### src/rtl/seven_seg_scan_ctrl.sv
// ============================================================================
// Module   : seven_seg_scan_ctrl
// Brief    : Multiplexed common-anode 7-segment scan controller. Optional
//            leading-zero blanking is enabled by defining LEADING_ZERO_BLANK_EN.
// Revision : 1.0  initial release
// ============================================================================
`default_nettype none

module seven_seg_scan_ctrl #(
    parameter int NUM_DIGITS   = 8,
    parameter int REFRESH_DIV  = 100000,
    parameter int BLANK_CYCLES = 4
) (
    input  logic                                               clk,
    input  logic                                               rst_n,
    input  logic [4*NUM_DIGITS-1:0]                            value_in,
    input  logic                                               load,
    input  logic [NUM_DIGITS-1:0]                              digit_en,
    input  logic [NUM_DIGITS-1:0]                              dp_in,
    output logic [3:0]                                         nibble_out,
    input  logic [6:0]                                         seg_in,
    output logic [NUM_DIGITS-1:0]                              an_n,
    output logic [6:0]                                         seg_n,
    output logic                                               dp_n,
    output logic [((NUM_DIGITS > 1) ? $clog2(NUM_DIGITS) : 1)-1:0] digit_idx,
    output logic                                               frame_tick
);

    localparam int IDXW = (NUM_DIGITS > 1) ? $clog2(NUM_DIGITS) : 1;
    localparam int PW   = (REFRESH_DIV > 1) ? $clog2(REFRESH_DIV) : 1;
    localparam logic [PW-1:0]   c_PRESC_LAST = PW'(REFRESH_DIV - 1);
    localparam logic [IDXW-1:0] c_IDX_LAST   = IDXW'(NUM_DIGITS - 1);

    logic [PW-1:0]           r_presc;
    logic [IDXW-1:0]         r_idx;
    logic [4*NUM_DIGITS-1:0] r_value;
    logic [NUM_DIGITS-1:0]   r_dp;
    logic [NUM_DIGITS-1:0]   r_an_n;
    logic [6:0]              r_seg_n;
    logic                    r_dp_n;
    logic                    r_frame_tick;

    logic [PW-1:0]           w_presc_nxt;
    logic [IDXW-1:0]         w_idx_nxt;
    logic                    w_term;
    logic                    w_wrap;
    logic                    w_in_blank;
    logic                    w_blank;
    logic [NUM_DIGITS-1:0]   w_show;
    logic [NUM_DIGITS-1:0]   w_an_on;
    logic [3:0]              w_nibs [NUM_DIGITS];

    genvar k;
    generate
        for (k = 0; k < NUM_DIGITS; k++) begin : g_nib
            assign w_nibs[k] = r_value[4*k +: 4];
        end
    endgenerate

    assign nibble_out = w_nibs[r_idx];

    assign w_term      = (r_presc == c_PRESC_LAST);
    assign w_wrap      = w_term && (r_idx == c_IDX_LAST);
    assign w_presc_nxt = w_term ? '0 : r_presc + 1'b1;
    assign w_idx_nxt   = !w_term ? r_idx : (w_wrap ? '0 : r_idx + 1'b1);

    // The anti-ghost window is judged on the prescaler value entering this cycle.
    generate
        if (BLANK_CYCLES == 0) begin : g_blank_none
            assign w_in_blank = 1'b0;
        end else begin : g_blank_lead
            assign w_in_blank = (w_presc_nxt < PW'(BLANK_CYCLES));
        end
    endgenerate

`ifdef LEADING_ZERO_BLANK_EN
    int w_hi;
    always_comb begin
        w_hi   = 0;
        w_show = '0;
        for (int d = 0; d < NUM_DIGITS; d++) begin
            if (w_nibs[d] != 4'h0) w_hi = d;
        end
        for (int d = 0; d < NUM_DIGITS; d++) begin
            w_show[d] = digit_en[d] & ((d == 0) | (d <= w_hi));
        end
    end
`else
    assign w_show = digit_en;
`endif

    assign w_blank = w_in_blank | ~w_show[w_idx_nxt];
    assign w_an_on = ~(NUM_DIGITS'(1) << w_idx_nxt);

    always_ff @(posedge clk or negedge rst_n) begin
        if (!rst_n) begin
            r_presc      <= '0;
            r_idx        <= '0;
            r_value      <= '0;
            r_dp         <= '0;
            r_an_n       <= '1;
            r_seg_n      <= 7'h7F;
            r_dp_n       <= 1'b1;
            r_frame_tick <= 1'b0;
        end else begin
            r_presc      <= w_presc_nxt;
            r_idx        <= w_idx_nxt;
            r_frame_tick <= w_wrap;
            if (load) begin
                r_value <= value_in;
                r_dp    <= dp_in;
            end
            r_an_n  <= w_blank ? '1 : w_an_on;
            r_seg_n <= w_blank ? 7'h7F : ~seg_in;
            r_dp_n  <= w_blank ? 1'b1 : ~r_dp[w_idx_nxt];
        end
    end

    assign an_n       = r_an_n;
    assign seg_n      = r_seg_n;
    assign dp_n       = r_dp_n;
    assign digit_idx  = r_idx;
    assign frame_tick = r_frame_tick;

endmodule

`default_nettype wire

### config.mk
export PLATFORM = sky130hd
export DESIGN_NAME = seven_seg_scan_ctrl
export DESIGN_NICKNAME = d
export VERILOG_FILES = /design/src/rtl/seven_seg_scan_ctrl.sv
export SDC_FILE = /design/constraint.sdc
export NUM_CORES = 1
export LEC_CHECK = 0
export CAP_MARGIN = 20
export CORE_MARGIN = 2
export CORE_UTILIZATION = 51
export CTS_CLUSTER_DIAMETER = 50
export DETAILED_ROUTE_END_ITERATION = 6
export HOLD_SLACK_MARGIN = 0.05
export PLACE_DENSITY = 0.8
export SLEW_MARGIN = 20
export SYNTH_ARGS = -nofsm -noshare
export SYNTH_HDL_FRONTEND = slang
export SYNTH_SLANG_ARGS = --single-unit
### constraint.sdc
create_clock -name clk -period 3.6 [get_ports clk]
set_input_delay 0.72 -clock clk [delete_from_list [all_inputs] [get_ports clk]]
set_output_delay 0.72 -clock clk [all_outputs]
set_load 0.05 [all_outputs]
* Word-level counts from Yosys, hierarchy flattened
Cells that the tools add are included.
Word-level totals: register bits after elaboration 77, output and inout bits 24, logic and storage cells 36
Cells by class: shift-type cells 1, reductions and logical operators 1, muxes and demuxes 13, equal/unequal tests 2, $lt $le $gt $ge 3, bitwise gates (word level) 6, add/sub/neg operators 2
Operators with widths (count):
- adder 17 x 1 -> 17 bit (second input constant) | 1
- == test 17 bit (second input constant) | 1
- < comparator 17 x 3 -> 1 bit (second input constant) | 1
- 2-to-1 mux 17 bit | 1
- binary-select mux 4 bit (select 3 bit) | 1
- 2-to-1 mux 4 bit | 2
- 2-to-1 mux 8 bit | 1
- inverter 8 bit | 1
- << shifter 1 x 3 -> 8 bit (first input constant) | 1
- 2-to-1 mux 7 bit | 1
- inverter 7 bit | 1
- binary-select mux 1 bit (select 3 bit) | 2
- 2-to-1 mux 3 bit | 2
- greater-or-equal comparator 4 bit (second input constant) | 1
- < comparator 3 x 4 -> 1 bit (second input constant) | 1
- inverter 3 -> 4 bit | 1
- adder 3 x 1 -> 3 bit (second input constant) | 1
- == test 3 bit (second input constant) | 1
- 2-to-1 mux 1 bit | 3
- inverter 1 bit | 2
- logical AND 1 bit | 1
- bitwise OR 1 bit | 1

* Logic depth before layout (Yosys ltp)
Gate-level depths: netlist of the first run.
depth after elaboration 9, depth in mapped cells 11, depth with buffers taken out 9

* Least setup slack after synthesis of the first run
No wires, ideal clock.
kind reg-to-output, start reg r_idx[0], in the netlist digit_idx[0], end out nibble_out[0], stages on the path, launching flop included 4, slack 0.725 ns, required time 2.880 ns, data arrival time 2.155 ns, path buffers 1, cells stage by stage dfrtp_1 -> buf_1 -> mux4_2 -> mux2_2
Between the ends: cells in the longest elaborated chain, start to end 4
RTL lines:
- start: declaration | line 35 | logic [IDXW-1:0] r_idx;
- start signal: assignment | line 107 | r_idx <= w_idx_nxt;
- inverter 3 -> 4 bit (not written as such) | line 60 | assign nibble_out = w_nibs[r_idx];
- binary-select mux 4 bit (select 3 bit) | line 60
- 2-to-1 mux 4 bit (not written as such) (2 in a row) | line 60
- end: declaration | line 20 | output logic [3:0] nibble_out,
Every way passes these cells. The select of a mux whose other input is x is not followed.

* Worst setup path after layout of the first run
Ends and elaborated chain as after synthesis.

==> impl_results.md, run 1 <==
- Worst hold path type: in2async
- Simple-gate portion of the synthesized area: 0.152
- Clock-pin slew on the worst setup and hold paths: approximately 0.080 ns
- Core box area: between 0.007 and 0.008 mm^2
- Num Clock Sinks: 77
- Post-synthesis compound-gate area fraction: 0.0494
- Share of layout cells above drive strength 1: 0.249
- Worst-margin pin slew: slightly above 0.9 ns
- CTS tree: built
- Synth Area in XOR/XNOR: 0.0350
- # DRC: 0
- Yosys top cell area share: 0.407
- EDFF count, synth: 0
- All-Layer GR Usage: 0.216
- Outcome: completed
- Fin crit share: 0.903
- Io pins: 82
- Part of the power in combinational logic: 0.116
- Post-DRT Antenna Nets: 0
- Cells after synthesis: ~300
- Seq/Total Area, Yosys: 0.519
- Top FF cell, synth: dfrtp_1
- Int Power: roughly 1.5 mW
- Die area: 0.00806 mm^2
- Worst r2r path cells: 10
- Crit-path max FO: 15
- Syn_area_per_cell: 12.1 um^2
- GP Congestion: ~0.84
- Commonest non-fill, non-tap cell in the layout: clkdlybuf4s50_1
- Slew margin rel.: 0.382
- Req. time, crit path: between 2 and 3 ns
- Fmax: between 300 and 400 MHz
- Area delta synth->final: 29.5%
- Final WS setup: approximately 0.35 ns
- Startpoint types: register
- Post-CTS setup buffers: 0
- Hold Fails Final Rpt: 0
- Leak: 1.91 nW
- Largest family of logic cells by synthesized area: multiplexers
- Deepest clock path buffer count: 2
- Initial antenna violation count: 0
- Via Count: roughly 2,700
- Htree depth: 3
- Crit path time final: 3.25 ns
- Synth warn: 0
- Clk root buf: clkbuf_8
- Synth cell types: 52
- Post-CTS Hold Buffers: 0
- Largest net degree at the start of global routing: 78
- GRT overflow: 0
- Total Neg Setup Slack: 0 ns
- DRT Pass-1 Iters: 5
- Port buffer count: between 80 and 90
- Switching power: around 0.45 mW
- Clock Skew: 0.00416 ns
- Crit. End Element: output port
- Area post-placement: between 0.004 and 0.005 mm^2
- Latest clock arrival within the worst-skew pair: roughly 0.35 ns
- Num CTS Buffers: 9
- Synth area leader: dfrtp_1
- Synth area leaders: dfrtp_1, mux2_2, dfstp_2, mux4_2, nand3_1
- Final net count: between 400 and 500
- Final setup fails: 0
- Via density: approximately 5.6
- Pwr Density: 403 mW/mm^2
- Mux contribution to synthesized area: 0.203
- Slew Limit Fails: 0
- Die width: 89.8 um
- DP Worst Slack: roughly 0.48 ns
- Initial drt markers: ~200
- Seq pwr share: 0.484
- Finished Cell Area: 0.00486 mm^2
- Mapped Area: between 0.003 and 0.004 mm^2
- Clock Power Share: 0.400
- Final core occ: 0.677
- Final WL: 8.20 mm
- Switching share of power: 0.227
- Arr. time, crit path: roughly 2.5 ns
- Adder-cell share of the synthesized area: 0.0100
- Post-Synthesis Net Count: 370
- Most frequent cells in the layout: clkdlybuf4s50_1, dfrtp_1, mux2_2, nand2_1, nand3_1
- #FFs+latches synth: between 70 and 80
- Initial Util: 0.523
- Max cap viols: 0
- Number of global-route vias before repair: 2,748
- WL/cell: 16.8 um
- Die Ht: 89.8 um
- Critical path class: reg2out
- First-pass GRT wire length: between 10 and 15 mm
- Async SR Flop Fraction: 1.00
- Row cnt: 31
- Total power: 1.96 mW
- RSZ-0062 raised after global routing: no
- Ant diodes: 0
- Worst vdd ir: 0.276 mV
- Post-DP HPWL: between 5 and 6 mm
per-stage QoR:
stage | instances | hold WS, ns
final | 488 | 0.495
after global routing | 488 | 0.533
after CTS | 488 | 0.512
after detailed placement | 472 | 0.495
after global placement | 472 | 0.487
after floorplan | 309 | 0.424
final cells by class:
cell class	instances	area (um^2)
Fill cell	513	2320
Sequential cell	77	1950
Multi-Input combinational cell	207	1690
Timing Repair Buffer	84	843
Clock buffer	11	131
Tap cell	99	124
Clock inverter	5	106
Inverter	5	18.8
final timing paths:
check,endpoint,slack (ns),start
min,r_presc[10]$_DFF_PN0_,0.49,rst_n
min in group clk,r_value[29]$_DFFE_PN0P_,0.51,r_value[29]$_DFFE_PN0P_
max reg2reg,an_n[0]$_DFF_PN1_,0.61,r_presc[0]$_DFF_PN0_
max in group asynchronous,digit_idx[0]$_DFF_PN0_,2.46,rst_n
min reg2reg,r_value[29]$_DFFE_PN0P_,0.51,r_value[29]$_DFFE_PN0P_
max,nibble_out[0],0.35,digit_idx[0]$_DFF_PN0_
cells in the mapped netlist (2+ instances only):
master,instances
dfrtp_1,61
mux2_2,44
nand2_1,26
nand3_1,21
dfstp_2,16
nor2_1,15
clkbuf_1,10
xnor2_1,9
mux4_2,8
mux2i_1,7
nand4_1,7
xor2_1,6
buf_1,5
inv_1,4
nor3_1,4
o21ai_0,4
a21oi_1,3
a31oi_1,3
and2_1,3
and4_1,3
buf_6,3
ha_1,3
o211ai_1,3
or2_2,3
or3_1,3
a32oi_1,2
buf_2,2
nand3b_1,2
nor2b_1,2
nor4_1,2
nor4bb_1,2
o31ai_1,2
or4_1,2
metal layers:
| metal | share of wire | track usage | wire [um] |
|---|---|---|---|
| met1 | 0.40 | 0.270 | 3250 |
| met2 | 0.50 | 0.345 | 4130 |
| met3 | 0.077 | 0.0612 | 631 |
| met4 | 0.024 | 0.110 | 198 |
| met5 | 0 | 0 | 0 |
flip-flops by register name, indices dropped and copies added (netlist names):
| signal | cells |
|---|---|
| r_dp | 8 |
| r_presc | 17 |
| dp_n | 1 |
| digit_idx | 3 |
| an_n | 8 |
| r_value | 32 |
| frame_tick | 1 |
| seg_n | 7 |
critical path, cell delays in order, from the launching register on:
cell and delay [ns]:
dfrtp_2 0.62, mux4_2 0.55, mux2_2 0.27, clkdlybuf4s50_1 0.73
power groups by stage:
stage / combinational [mW] / sequential [mW] / clock (mW)
floorplan: 0.0981 / 0.972 / 0
global placement: 0.223 / 0.962 / 0
detailed placement: 0.230 / 0.963 / 0
CTS: 0.231 / 0.948 / 0.802
global route: 0.244 / 0.953 / 0.852
finish: 0.227 / 0.948 / 0.785
logic make-up (layout without fill, tap and decap cells):
group                      after synthesis  count (layout)
muxes                                   60              60
DFF                                     77              77
adders and majority gates                3               3
and+or+nand+nor                        103             103
buffers and inverters                   25             105
xor gates and xnor gates                15              15
AOI/OAI and AO/OA                       26              26
timing repair:
item	CTS	global route
endpoints found under the setup margin	0	4
endpoints found under the hold margin	0	0
gates resized for setup	0	1
Note: power is estimated with default switching activity, not from simulation.
==> inputs of run 2 (changes only) <==
--- a/config.mk
+++ b/config.mk
@@ -10,6 +10,7 @@
 export CORE_UTILIZATION = 51
 export CTS_CLUSTER_DIAMETER = 50
 export DETAILED_ROUTE_END_ITERATION = 6
+export GPL_ROUTABILITY_DRIVEN = 0
 export HOLD_SLACK_MARGIN = 0.05
 export PLACE_DENSITY = 0.8
 export SLEW_MARGIN = 20
==> results of run 2 <==
Final layout, timing and power as in run 1 (identical DEF).
==> inputs of run 3 (changes only) <==
==> constraint.sdc (replaced) <==
create_clock -name clk -period 3.1 [get_ports clk]
set_input_delay 0.62 -clock clk [delete_from_list [all_inputs] [get_ports clk]]
set_output_delay 0.62 -clock clk [all_outputs]
set_load 0.05 [all_outputs]
==> impl_results.md, run 3 (synthesized netlist as in run 1, its figures left out) <==
- Area of the multi-input gates: between 0.0015 and 0.002 mm^2
- Clock-pin slew on the worst setup and hold paths: roughly 0.08 ns
- GRT overflow: 0
- Leak: just under 2 nW
- Register area: ~0.002 mm^2
- Switching power: approximately 0.51 mW
- Share of layout cells above drive strength 1: 0.274
- Port buffer count: 81
- Area delta synth->final: 29.6%
- Row cnt: 31
- Slew Limit Fails: 0
- Req. time, crit path: 3.38 ns
- Die area: between 0.008 and 0.009 mm^2
- Crit. End Element: register
- Arr. time, crit path: 3.12 ns
- Worst vdd ir: 0.254 mV
- Core box area: slightly above 0.007 mm^2
- Post-DRT Antenna Nets: 0
- Switching share of power: 0.241
- Num CTS Buffers: 9
- Deepest clock path buffer count: 2
- Post-DP HPWL: approximately 5.7 mm
- Ant diodes: 0
- Latest clock arrival within the worst-skew pair: roughly 0.34 ns
- Initial antenna violation count: 0
- Biggest regs: r_value x32, r_presc x17
- Seq pwr share: 0.522
- DRT Pass-1 Iters: 4
- All-Layer GR Usage: 0.206
- Fill count: 543
- Die width: approximately 90 um
- Fmax: between 300 and 400 MHz
- Via Count: about 2,700
- Max reg flops: 32
- Worst-margin pin slew: 0.931 ns
- Initial Util: 0.523
- Largest register by flop count: r_value
- Clock Skew: 0.00656 ns
- Most frequent cells in the layout: clkdlybuf4s50_1, dfrtp_1, mux2_2, nand2_1, nand3_1
- Critical path class: reg2reg
- Commonest non-fill, non-tap cell in the layout: clkdlybuf4s50_1
- Part of the power in combinational logic: 0.124
- Clock Power Share: 0.354
- Num Clock Sinks: 77
- Slew margin rel.: 0.379
- Startpoint types: register
- Clk root buf: clkbuf_8
- Outcome: completed
- # DRC: 0
- Pwr Density: between 400 and 500 mW/mm^2
- Io pins: ~80
- Fin crit share: 0.915
- Crit-path max FO: 7
- Worst hold path type: in2async
- CTS tree: built
- Die Ht: 89.8 um
- Int Power: 1.59 mW
- Final setup fails: 0
- Crit path time final: roughly 2.8 ns
- Largest net degree at the start of global routing: between 70 and 80
- Htree depth: 3
- Final net count: 454
- Final WL: 8.06 mm
- Initial drt markers: between 200 and 250
- Final core occ: 0.677
- Post-CTS Hold Buffers: 0
- Max cap viols: 0
- Hold Fails Final Rpt: 0
- WL/cell: about 16 um
- Total Neg Setup Slack: 0 ns
- First-pass GRT wire length: ~13 mm
- Number of global-route vias before repair: 2,772
- Via density: ~5.4
==> run 3: changes by cell type in the layout (fill, tap and decap cells not counted), sizes merged <==
| cell | delta |
|---|---|
| clkdlybuf4s50 | -4 |
| clkinv | +2 |
| bufinv | -2 |
| buf | +13 |
==> run 3: power groups by stage <==
stage / sequential [mW] / clock (mW) / combinational [mW]
final: 1.09 / 0.744 / 0.260
after global routing: 1.10 / 0.795 / 0.279
after floorplan: 1.13 / 0 / 0.114
after CTS: 1.10 / 0.759 / 0.264
after detailed placement: 1.11 / 0 / 0.263
after global placement: 1.11 / 0 / 0.258
==> run 3: final cells by class <==
type | count | area share
clock inverters | 5 | 0.0124
flip-flops and latches | 77 | 0.401
well taps | 99 | 0.0255
clock buffers | 11 | 0.0270
repair buffers | 93 | 0.183
multi-input cells | 207 | 0.348
inverters | 5 | 0.00386
==> run 3: critical path, stage by stage, from the launching register on <==
cell	delay [ns]
dfrtp_1	0.45
ha_1	0.29
nand4_1	0.28
nor4_4	0.40
mux2_4	0.38
inv_2	0.10
mux2i_1	0.07
a22o_1	0.25
nor3_4	0.28
buf_4	0.20
nand2_1	0.06
==> run 3: metal layers <==
| metal | GRT usage | up-vias | part of all wire |
|---|---|---|---|
| met4 | 0.0705 | 0 | 0.013 |
| met1 | 0.262 | 1312 | 0.44 |
| met5 | 0 | - | 0 |
| li1 | - | 1287 | - |
| met2 | 0.340 | 94 | 0.49 |
| met3 | 0.0604 | 9 | 0.065 |
==> run 3: through the flow <==
stage	instance area, um^2	cells	hold slack, ns	worst slack [ns]	total power [mW]
floorplan	3750	309	0.324	0.325	1.24
global placement	4660	480	0.485	0.324	1.37
detailed placement	4660	480	0.492	0.239	1.38
CTS	4850	496	0.443	0.212	2.12
global route	4860	497	0.504	-0.0311	2.18
finish	4860	497	0.399	0.265	2.10
==> run 3: what timing repair did <==
item	CTS	global route
endpoints found under the setup margin	0	7
gates resized for setup	0	1
buffers inserted	0	1
==> run 3: worst paths after layout <==
| kind | from | endpoint | slack (ns) | cells past startpoint |
|---|---|---|---|---|
| worst max-delay path | r_presc[0]$_DFF_PN0_ | seg_n[0]$_DFF_PN1_ | 0.26 | 10 |
| worst min-delay path | rst_n | r_presc[9]$_DFF_PN0_ | 0.40 | 1 |
| worst max register to register | r_presc[0]$_DFF_PN0_ | seg_n[0]$_DFF_PN1_ | 0.26 | 10 |
| worst min register to register | r_value[11]$_DFFE_PN0P_ | r_value[11]$_DFFE_PN0P_ | 0.51 | 1 |
| max in group asynchronous | rst_n | r_presc[4]$_DFF_PN0_ | 2.08 | 1 |
| min in group clk | r_value[11]$_DFFE_PN0P_ | r_value[11]$_DFFE_PN0P_ | 0.51 | 1 |
